==> src/rtl/collision_response.sv <==
// Collision response controller: drives the motor through DRIVE, then BRAKE/BACKOFF/SETTLE after a hit,
// and latches a sticky FAULT after repeated hits or when both sides are blocked.
module collision_response #(
  parameter int BRAKE_CYCLES   = 25000,
  parameter int BACKOFF_CYCLES = 100000,
  parameter int MAX_RETRIES    = 3,
  parameter int CNT_W          = 17
) (
  input  logic       clk,
  input  logic       rst,
  input  logic       driveReq,
  input  logic       cmdDir,
  input  logic       colDetect,
  input  logic       clrFault,
  output logic       motorEn,
  output logic       motorDir,
  output logic       direction,
  output logic       colAck,
  output logic       fault,
  output logic [2:0] stateOut
);

  typedef enum logic [2:0] {
    IDLE    = 3'd0,
    DRIVE   = 3'd1,
    BRAKE   = 3'd2,
    BACKOFF = 3'd3,
    SETTLE  = 3'd4,
    FAULT   = 3'd5
  } state_t;

  localparam logic [CNT_W-1:0] BRAKE_LOAD   = CNT_W'(BRAKE_CYCLES - 1);
  localparam logic [CNT_W-1:0] BACKOFF_LOAD = CNT_W'(BACKOFF_CYCLES - 1);
  localparam logic [3:0]       RETRY_LIMIT  = 4'(MAX_RETRIES);

  state_t           state, state_nx;
  logic             cur_dir, cur_dir_nx;
  logic             rev_flag, rev_flag_nx;
  logic [CNT_W-1:0] timer, timer_nx;
  logic [3:0]       retry_cnt, retry_nx;
  logic             col_ack_nx;
  logic             dir_nx;

  always_comb begin
    state_nx    = state;
    cur_dir_nx  = cur_dir;
    rev_flag_nx = rev_flag;
    timer_nx    = timer;
    retry_nx    = retry_cnt;
    col_ack_nx  = 1'b0;
    case (state)
      IDLE: begin
        retry_nx = '0;
        if (driveReq) begin
          cur_dir_nx = cmdDir;
          state_nx   = DRIVE;
        end
      end
      DRIVE: begin
        if (colDetect) begin
          state_nx    = BRAKE;
          col_ack_nx  = 1'b1;
          rev_flag_nx = 1'b0;
          timer_nx    = BRAKE_LOAD;
          if (retry_cnt != 4'hF) retry_nx = retry_cnt + 4'd1;
        end else if (!driveReq) begin
          state_nx = IDLE;
        end else if (cmdDir != cur_dir) begin
          state_nx    = BRAKE;
          rev_flag_nx = 1'b1;
          timer_nx    = BRAKE_LOAD;
        end
      end
      BRAKE: begin
        if (timer == '0) begin
          if (rev_flag) begin
            state_nx   = DRIVE;
            cur_dir_nx = cmdDir;
          end else if (retry_cnt >= RETRY_LIMIT) begin
            state_nx = FAULT;
          end else begin
            state_nx = BACKOFF;
            timer_nx = BACKOFF_LOAD;
          end
        end else begin
          timer_nx = timer - 1'b1;
        end
      end
      BACKOFF: begin
        // A hit while reversing means both sides are blocked.
        if (colDetect) state_nx = FAULT;
        else if (timer == '0) state_nx = SETTLE;
        else timer_nx = timer - 1'b1;
      end
      SETTLE: begin
        if (!driveReq) begin
          state_nx = IDLE;
        end else if (!colDetect) begin
          state_nx   = DRIVE;
          cur_dir_nx = cmdDir;
        end
      end
      FAULT: begin
        if (clrFault && !colDetect) begin
          state_nx = IDLE;
          retry_nx = '0;
        end
      end
      default: state_nx = IDLE;
    endcase
  end

  // Outputs are registered from the next-state values so they line up with stateOut.
  assign dir_nx = (state_nx == BACKOFF) ? ~cur_dir_nx : cur_dir_nx;

  always_ff @(posedge clk) begin
    if (rst) begin
      state     <= IDLE;
      cur_dir   <= 1'b0;
      rev_flag  <= 1'b0;
      timer     <= '0;
      retry_cnt <= '0;
      motorEn   <= 1'b0;
      motorDir  <= 1'b0;
      direction <= 1'b0;
      colAck    <= 1'b0;
      fault     <= 1'b0;
    end else begin
      state     <= state_nx;
      cur_dir   <= cur_dir_nx;
      rev_flag  <= rev_flag_nx;
      timer     <= timer_nx;
      retry_cnt <= retry_nx;
      motorEn   <= (state_nx == DRIVE) || (state_nx == BACKOFF);
      motorDir  <= dir_nx;
      direction <= dir_nx;
      colAck    <= col_ack_nx;
      fault     <= (state_nx == FAULT);
    end
  end

  assign stateOut = state;

endmodule
==> config.mk <==
export PLATFORM = sky130hd
export DESIGN_NAME = collision_response
export DESIGN_NICKNAME = d
export VERILOG_FILES = /design/src/rtl/collision_response.sv
export SDC_FILE = /design/constraint.sdc
export NUM_CORES = 1
export LEC_CHECK = 0
export BUFFER_PORTS_ARGS = -buffer_cell sky130_fd_sc_hd__buf_2
export CAP_MARGIN = 20
export CORE_MARGIN = 3
export CORE_UTILIZATION = 63
export DETAILED_ROUTE_END_ITERATION = 12
export PLACE_DENSITY = 0.84
export REMOVE_ABC_BUFFERS = 1
export SKIP_LAST_GASP = 1
export SYNTH_ARGS = -nofsm -noshare
export SYNTH_HDL_FRONTEND = slang
export SYNTH_SLANG_ARGS = --single-unit
==> constraint.sdc <==
create_clock -name clk -period 4.82 [get_ports clk]
set_input_delay 1.446 -clock clk [delete_from_list [all_inputs] [get_ports clk]]
set_output_delay 1.446 -clock clk [all_outputs]
set_load 0.03 [all_outputs]
## Yosys cells after proc, flatten, opt, wreduce, memory -nomap -nowiden

Index checks and enable logic that the tools add are counted.

- $add $sub $neg: 2
- Magnitude comparators: 1
- Equal/unequal tests: 19
- Mux-type cells: 37
- Bitwise gates (word level): 2
- Reduce and logical (&&, ||, !) cells: 13

Operators with widths:

| kind | number |
|---|---|
| 17-bit two-way mux | 8 |
| 17-bit one-hot mux with 3 select lines | 1 |
| 3-bit two-way mux | 12 |
| 3-bit one-hot mux with 6 select lines | 1 |
| 17-bit logical NOT | 1 |
| 17-bit by 1-bit subtractor with 17-bit output (second input constant) | 1 |
| 4-bit two-way mux | 3 |
| 3-bit != test (second input constant) | 4 |
| 4-bit one-hot mux with 3 select lines | 1 |
| 1-bit two-way mux | 10 |
| 2-bit != test (second input constant) | 5 |
| 3-bit by 2-bit == test with 1-bit output (second input constant) | 3 |
| 3-bit == test (second input constant) | 3 |
| 7-bit AND reduction | 1 |
| 3-bit by 1-bit == test with 1-bit output (second input constant) | 2 |
| 3-bit nonzero test | 2 |
| 4-bit by 1-bit adder with 4-bit output (second input constant) | 1 |
| 4-bit by 2-bit greater-or-equal comparator with 1-bit output (second input constant) | 1 |
| 4-bit != test (second input constant) | 1 |
| 4-bit AND reduction | 1 |
| 2-bit nonzero test | 2 |
| 3-bit logical NOT | 1 |
| 1-bit one-hot mux with 3 select lines | 1 |
| 3-bit AND reduction | 1 |
| other kinds (6) | 7 |

- Register bits after elaboration: 30
- Input port bits: 6
- Output and inout port bits: 8
- Logic and storage cells: 83

## Longest topological paths before layout

Gate-level depths: netlist of run 1.

- Depth after elaboration: 7
- Mapped depth: 9
- Gate-level depth less buffers: 7

## Least setup slack after synthesis of run 1

Ideal clock, no wire load.

- Path kind: in2reg
- From: in cmdDir
- To: reg direction
- Setup time: 0.072 ns
- Data arrival time: 2.753 ns
- Required time: 4.748 ns
- Slack: 1.995 ns
- Stages: 5
- Path buffers: 0
- Cells stage by stage: xor2_1 > or4b_1 > a211o_1 > a32oi_1 > mux2i_1

- Word-level cells in the longest chain between the ends: 7
- Elaborated cells on any way between the ends: 14
- Classes of those cells: eq/ne: 2; mux: 11; bitwise: 1

RTL lines:

| what | line | text |
|---|---|---|
| from (decl) | 12 | `input logic cmdDir,` |
| 1-bit != test | 68 | `end else if (cmdDir != cur_dir) begin` |
| 3-bit two-way mux | 68 |  |
| 3-bit two-way mux | 66 | `end else if (!driveReq) begin` |
| 3-bit two-way mux | 60 | `if (colDetect) begin` |
| 3-bit one-hot mux with 6 select lines | 51 | `case (state)` |
| 3-bit by 2-bit == test with 1-bit output | 114 | `assign dir_nx = (state_nx == BACKOFF) ? ~cur_dir_nx : cur_dir_nx;` |
| 1-bit two-way mux (*) | 114 |  |
| to (signal assigned) | 136 | `direction <= dir_nx;` |
| to (decl) | 17 | `output logic direction,` |

Mark *: on every way between the ends. The rest lies on a longest branch, timed or not.
A chain may end at the register's enable or synchronous reset.

## Worst setup path in the final report of run 1

- From: reg state[1], in the netlist stateOut[1]
- To: out stateOut[1]

RTL lines:

| what | line | text |
|---|---|---|
| from (decl) | 36 | `state_t state, state_nx;` |
| from (signal assigned) | 129 | `state <= state_nx;` |
| to (decl) | 20 | `output logic [2:0] stateOut` |

No word-level cell between the ends.

==> results of run 1 <==
==> sequential cells by signal, indices dropped and copies added (netlist names) <==
register / flops
fault: 1
rev_flag: 1
colAck: 1
motorEn: 1
timer: 17
cur_dir: 1
stateOut: 3
direction: 1
retry_cnt: 4
==> power by group through the flow <==
stage / Combinational, mW / Clock, mW / Sequential (mW)
6_report: 0.826 / 0.160 / 0.428
5_1_grt: 0.889 / 0.173 / 0.438
2_1_floorplan: 0.599 / 0 / 0.436
4_1_cts: 0.801 / 0.162 / 0.424
3_3_place_gp: 0.775 / 0 / 0.422
3_5_place_dp: 0.795 / 0 / 0.428
==> worst min-delay path: stages, from the launching register on <==
cell     delay [ns]
dfxtp_1        0.36
nand2_1        0.07
o21ai_1        0.05
==> worst paths after layout <==
kind                             startpoint     endpoint  slack [ns]  cells after the start
worst min-delay path               timer[7]     timer[7]        0.51                      2
worst max-delay path            stateOut[1]  stateOut[1]        1.92                      1
worst min register to register     timer[7]     timer[7]        0.51                      2
worst max register to register  stateOut[1]    timer[16]        2.11                      4
==> final cells by class <==
type / count / area [um^2]
Clock inverter: 1 / 5.00
Tap cell: 42 / 52.6
Timing Repair Buffer: 13 / 65.1
Multi-Input combinational cell: 181 / 1280
Inverter: 10 / 37.5
Fill cell: 233 / 806
Sequential cell: 30 / 601
Clock buffer: 7 / 55.1
==> cell usage in the layout (no fill, tap or decap), types with 3 or more instances in the layout <==
cell type  Yosys  routed
nand3b_1       3       3
clkbuf_4       0       5
ha_1           3       3
o21a_1         4       4
dfxtp_1       30      30
a21oi_1       15      15
nor2_1        15      15
nor3_1        11      11
a311oi_1       3       3
nand3_1        6       6
a221oi_2       3       3
nand2_1       20      20
mux2i_1        3       3
nor2b_1        4       4
o22ai_1        6       6
nor4_4         4       4
o21ai_1        3       3
buf_2          6      13
or3_1          3       3
a31oi_1        3       3
a211oi_1       4       4
and3_1         4       4
inv_1         10      10
o21ai_0       11      11
==> cells by family (layout without fill, tap and decap cells) <==
logic type,after synthesis,in the layout,share of synthesized area
muxes,3,3,0.0150
and+or+nand+nor,92,92,0.289
buffers and inverters,27,31,0.0636
DFF,30,30,0.299
adders and majority gates,3,3,0.0187
AOI/OAI and AO/OA,82,82,0.310
xor gates and xnor gates,1,1,0.00436
==> through the flow <==
step	power, mW	instances
5_1_grt	1.50	284
6_report	1.41	284
3_5_place_dp	1.22	276
4_1_cts	1.39	284
3_3_place_gp	1.20	276
2_1_floorplan	1.03	221
==> metal layers <==
layer	vias up	global-route usage	routed length, um
li1	924	-	-
met1	915	0.373	2170
met2	135	0.389	2290
met3	18	0.0612	528
met4	0	0.110	95
met5	-	0	0
==> impl_metrics.csv, run 1 <==
group,metric,value,unit
sta,rsz0062_at_grt,"no",
sta,fin_crit_sh,0.603,
detailed_routing,initialDrtViolationCount,219,
setup_path,cp.required,3.37,ns
global_routing,antenna_found_initial,0,
die,start_util,0.692,
placement,placed_area,2030,um^2
cts,path_clk_slew,0.10,ns
power,power.density,675,nW/um^2
placement,hpwl,3.43,mm
finish,final_cell_area,2090,um^2
yosys,synth_top_area_frac,0.299,
yosys,synth_most_common_cell,"dfxtp_1",
finish,finish.net_count,250,
setup_path,slowest_stage,"dfxtp_1",
cts,clk_latency,0.35,ns
power,combPwrFrac,0.584,
detailed_routing,wl_per_cell,17.9,um
sta,tns,0,ns
cts,cts_resized,0,
die,coreArea,2900,um^2
power,p_seq_frac,0.302,
setup_path,arrival,1.46,ns
die,ios,14,
setup_path,crit_chain,"buf_2",
sta,slew_viol_final,0,
detailed_routing,first_pass_iters,8,
placement,numPortBuffers,13,
power,ir_drop,0.000502,V
detailed_routing,totalWireLength,5.08,mm
yosys,yosys.area.top_type,"dfxtp_1",
global_routing,grtUsageTotal,0.266,
power,p_sw,0.721,mW
cts,cts_tree,"done",
global_routing,grt_pass1_vias,1754,
placement,dp_slack,1.79,ns
global_routing,grt_pass1_wl,8.42,mm
sta,holdWs,0.508,ns
setup_path,critical-path-top-delay-family,"flip-flops",
power,switching_share,0.510,
worst_hold_path,hold_class,"reg2reg",
die,dieArea,3900,um^2
setup_path,crit_buf_inv,1,
power,p_clk_frac,0.113,
setup_path,critPathKind,"reg2out",
yosys,mappedNetlistArea,2010,um^2
finish,final_util,0.722,
global_routing,grt-ovfl-total,0,
placement,place.gp.congestion,0.968,
yosys,syn_avg_cell_area,8.43,um^2
detailed_routing,drc,0,
cts,clockBufferDepth,2,
yosys,synth-async-reset-ratio,0,
yosys,synth-main-ff-cell,"dfxtp_1",
cts,cts_setup_buffers,0,
sta,hold_viol_final,0,
yosys,ys_seq_area_frac,0.299,
setup_path,cp_max_fo,24,
setup_path,critical-path-max-stage-delay,0.79,ns
die,die_x,62.4,um
yosys,synth_edf_count,0,
cts,cts_made_buffers,5,
yosys,synth_area_leaders,"dfxtp_1 30%, nor4_4 4.2%, a21oi_1 3.7%",
yosys,postSynthCellCount,238,
power,leakagePower,0.796,nW
cts,clkSinkCount,30,
yosys,synth_cell_type_count,65,
power,p_int,0.692,mW
detailed_routing,via_per_inst,7.01,
detailed_routing,vias,1992,
sta,slew_headroom,0.371,
finish,antennaDiodeCount,0,
cts,cts.htree.levels,2,
job,cap_violations,0,
yosys,ys_warn_count,0,
cts,clk_root_buffer_cell,"clkbuf_4",
run_status,run_status,"complete, no violations",
finish,area_delta_synth_final,4.36,%
sta,setup_viol,0,
sta,finalClockSkew,0.0126,ns
sta,worstMarginPinSlew,0.942,ns
sta,clock.fmax,344,MHz
setup_path,worstSetupStartpointType,"register",
die,rows,19,
sta,finalWorstSetupSlack,1.92,ns
yosys,synthTopCellsByCount,"30 x dfxtp_1, 20 x nand2_1, 15 x a21oi_1, 15 x nor2_1",
cts,holdBufCountCts,0,
finish,final_layout_size_suffix_gt1_frac,0.161,
detailed_routing,antenna_left,0,
setup_path,cp-end-kind,"output pin",
die,die_y,62.4,um
yosys,ys_ff_latch,30,
global_routing,grt_max_degree,25,
sta,period_minus_slack,2.90,ns
Power figures use the tool's default switching activity.
==> run 2: changes to the inputs <==
CORE_UTILIZATION = 54   (was 63)
PLACE_DENSITY = 0.76   (was 0.84)
clock period = 2.55 ns   (was 4.82 ns; I/O delays follow)
==> impl_metrics.csv, run 2 (synthesis results as in run 1) <==
group,metric,value,unit
sta,tns,0,ns
die,die_y,67.0,um
cts,clkSinkCount,30,
global_routing,grt-ovfl-total,0,
finish,antennaDiodeCount,0,
setup_path,cp.required,2.79,ns
sta,fin_crit_sh,0.879,
placement,hpwl,3.55,mm
die,rows,21,
cts,cts_setup_buffers,0,
sta,finalClockSkew,0.00566,ns
cts,cts_made_buffers,5,
cts,clk_root_buffer_cell,"clkbuf_8",
detailed_routing,antenna_left,0,
finish,largest-register,"timer",
global_routing,antenna_found_initial,0,
power,p_seq_frac,0.266,
detailed_routing,drc,0,
cts,holdBufCountCts,0,
sta,rsz0062_at_grt,"no",
die,ios,14,
finish,final_layout_size_suffix_gt1_frac,0.191,
sta,clock.fmax,446,MHz
detailed_routing,totalWireLength,5.10,mm
run_status,run_status,"complete, no violations",
die,die_x,67.0,um
power,leakagePower,0.852,nW
detailed_routing,first_pass_iters,5,
detailed_routing,via_per_inst,6.55,
worst_hold_path,min_from,"timer[7]",
finish,stdcell_count,297,
setup_path,cp-end-kind,"register",
finish,final_common_cell,"dfxtp_1",
detailed_routing,vias,1945,
power,p_sw,1.37,mW
sta,setup_viol,0,
global_routing,grt_max_degree,22,
setup_path,cp_max_fo,11,
power,ir_drop,0.000573,V
cts,cts_tree,"done",
setup_path,arrival,2.48,ns
sta,period_minus_slack,2.24,ns
finish,largest_register_ffs,17,
finish,fill_cells,339,
finish,finish.net_count,259,
cts,cts.htree.levels,2,
placement,place.gp.congestion,0.858,
sta,hold_viol_final,0,
power,p_clk_frac,0.140,
sta,worstMarginPinSlew,0.600,ns
cts,cts_resized,0,
die,dieArea,4480,um^2
placement,dp_cells,289,
setup_path,r2r_start,"timer[0]",
setup_path,worstSetupStartpointType,"register",
detailed_routing,wl_per_cell,17.2,um
sta,slew_headroom,0.600,
global_routing,grt_pass1_vias,1732,
power,p_int,1.46,mW
setup_path,critPathKind,"reg2reg",
cts,clk_latency,0.29,ns
power,combPwrFrac,0.595,
placement,numPortBuffers,13,
die,start_util,0.579,
cts,path_clk_slew,0.06,ns
sta,slew_viol_final,0,
cts,clockBufferDepth,2,
detailed_routing,initialDrtViolationCount,202,
setup_path,startpoint,"timer[0]",
job,cap_violations,0,
finish,area_delta_synth_final,9.54,%
worst_hold_path,hold_class,"reg2reg",
power,switching_share,0.485,
global_routing,grtUsageTotal,0.253,
finish,final_cell_mix,"30 x dfxtp_1, 20 x nand2_1, 15 x nor2_1, 15 x a21oi_1, 13 x buf_2",
power,power.density,1290,nW/um^2
global_routing,grt_pass1_wl,8.47,mm
die,coreArea,3470,um^2
-- run 2: cell types whose count changed in the layout (fill, tap and decap cells not counted) --
| cell | before | now |
|---|---|---|
| clkbuf_8 | 1 | 6 |
| clkbuf_4 | 5 | 0 |
| buf_4 | 0 | 9 |
-- run 2: power groups by stage --
stage / registers [mW] / logic, mW / clock network [mW]
after floorplan: 0.824 / 1.13 / 0
after global placement: 0.757 / 1.63 / 0
after detailed placement: 0.758 / 1.65 / 0
after CTS: 0.751 / 1.66 / 0.401
after global routing: 0.772 / 1.85 / 0.424
final: 0.753 / 1.68 / 0.395
-- run 2: layout make-up --
type | instances | area [um^2] | share of cell area
clock buffers | 7 | 86.3 | 0.0393
clock inverters | 1 | 5.00 | 0.00228
inverters | 10 | 37.5 | 0.0171
multi-input cells | 181 | 1280 | 0.582
flip-flops and latches | 30 | 601 | 0.273
well taps | 46 | 57.6 | 0.0262
repair buffers | 22 | 133 | 0.0603
-- run 2: per-layer routing --
metal	track usage	vias up	part of all wire	routed length, um
met4	0.0835	0	0.015	77
li1	-	940	-	-
met5	0	-	0	0
met3	0.0776	7	0.092	470
met2	0.364	99	0.44	2220
met1	0.355	899	0.46	2330
-- run 2: worst paths after layout --
kind	endpoint	slack, ns	cells past startpoint
setup / recovery	timer[16]	0.31	7
hold / removal	timer[7]	0.50	2
setup reg to reg	timer[16]	0.31	7
hold reg to reg	timer[7]	0.50	2
-- run 2: stage by stage --
stage,util,setup slack [ns],instance area (um^2),hold slack (ns),power (mW)
2_1_floorplan,-,0.280,1920,0.468,1.96
3_3_place_gp,0.608,0.254,2110,0.488,2.39
6_report,0.634,0.309,2200,0.502,2.83
4_1_cts,0.634,0.327,2200,0.505,2.81
5_1_grt,0.634,0.132,2200,0.532,3.04
3_5_place_dp,0.608,0.192,2110,0.497,2.40
-- run 2: worst max-delay path, stage by stage, from the launching register on --
cell,delay [ns]
dfxtp_1,0.35
inv_1,0.09
ha_1,0.14
nor4b_2,0.28
nand4_2,0.38
a31o_1,0.47
nor2_1,0.25
o221a_1,0.22
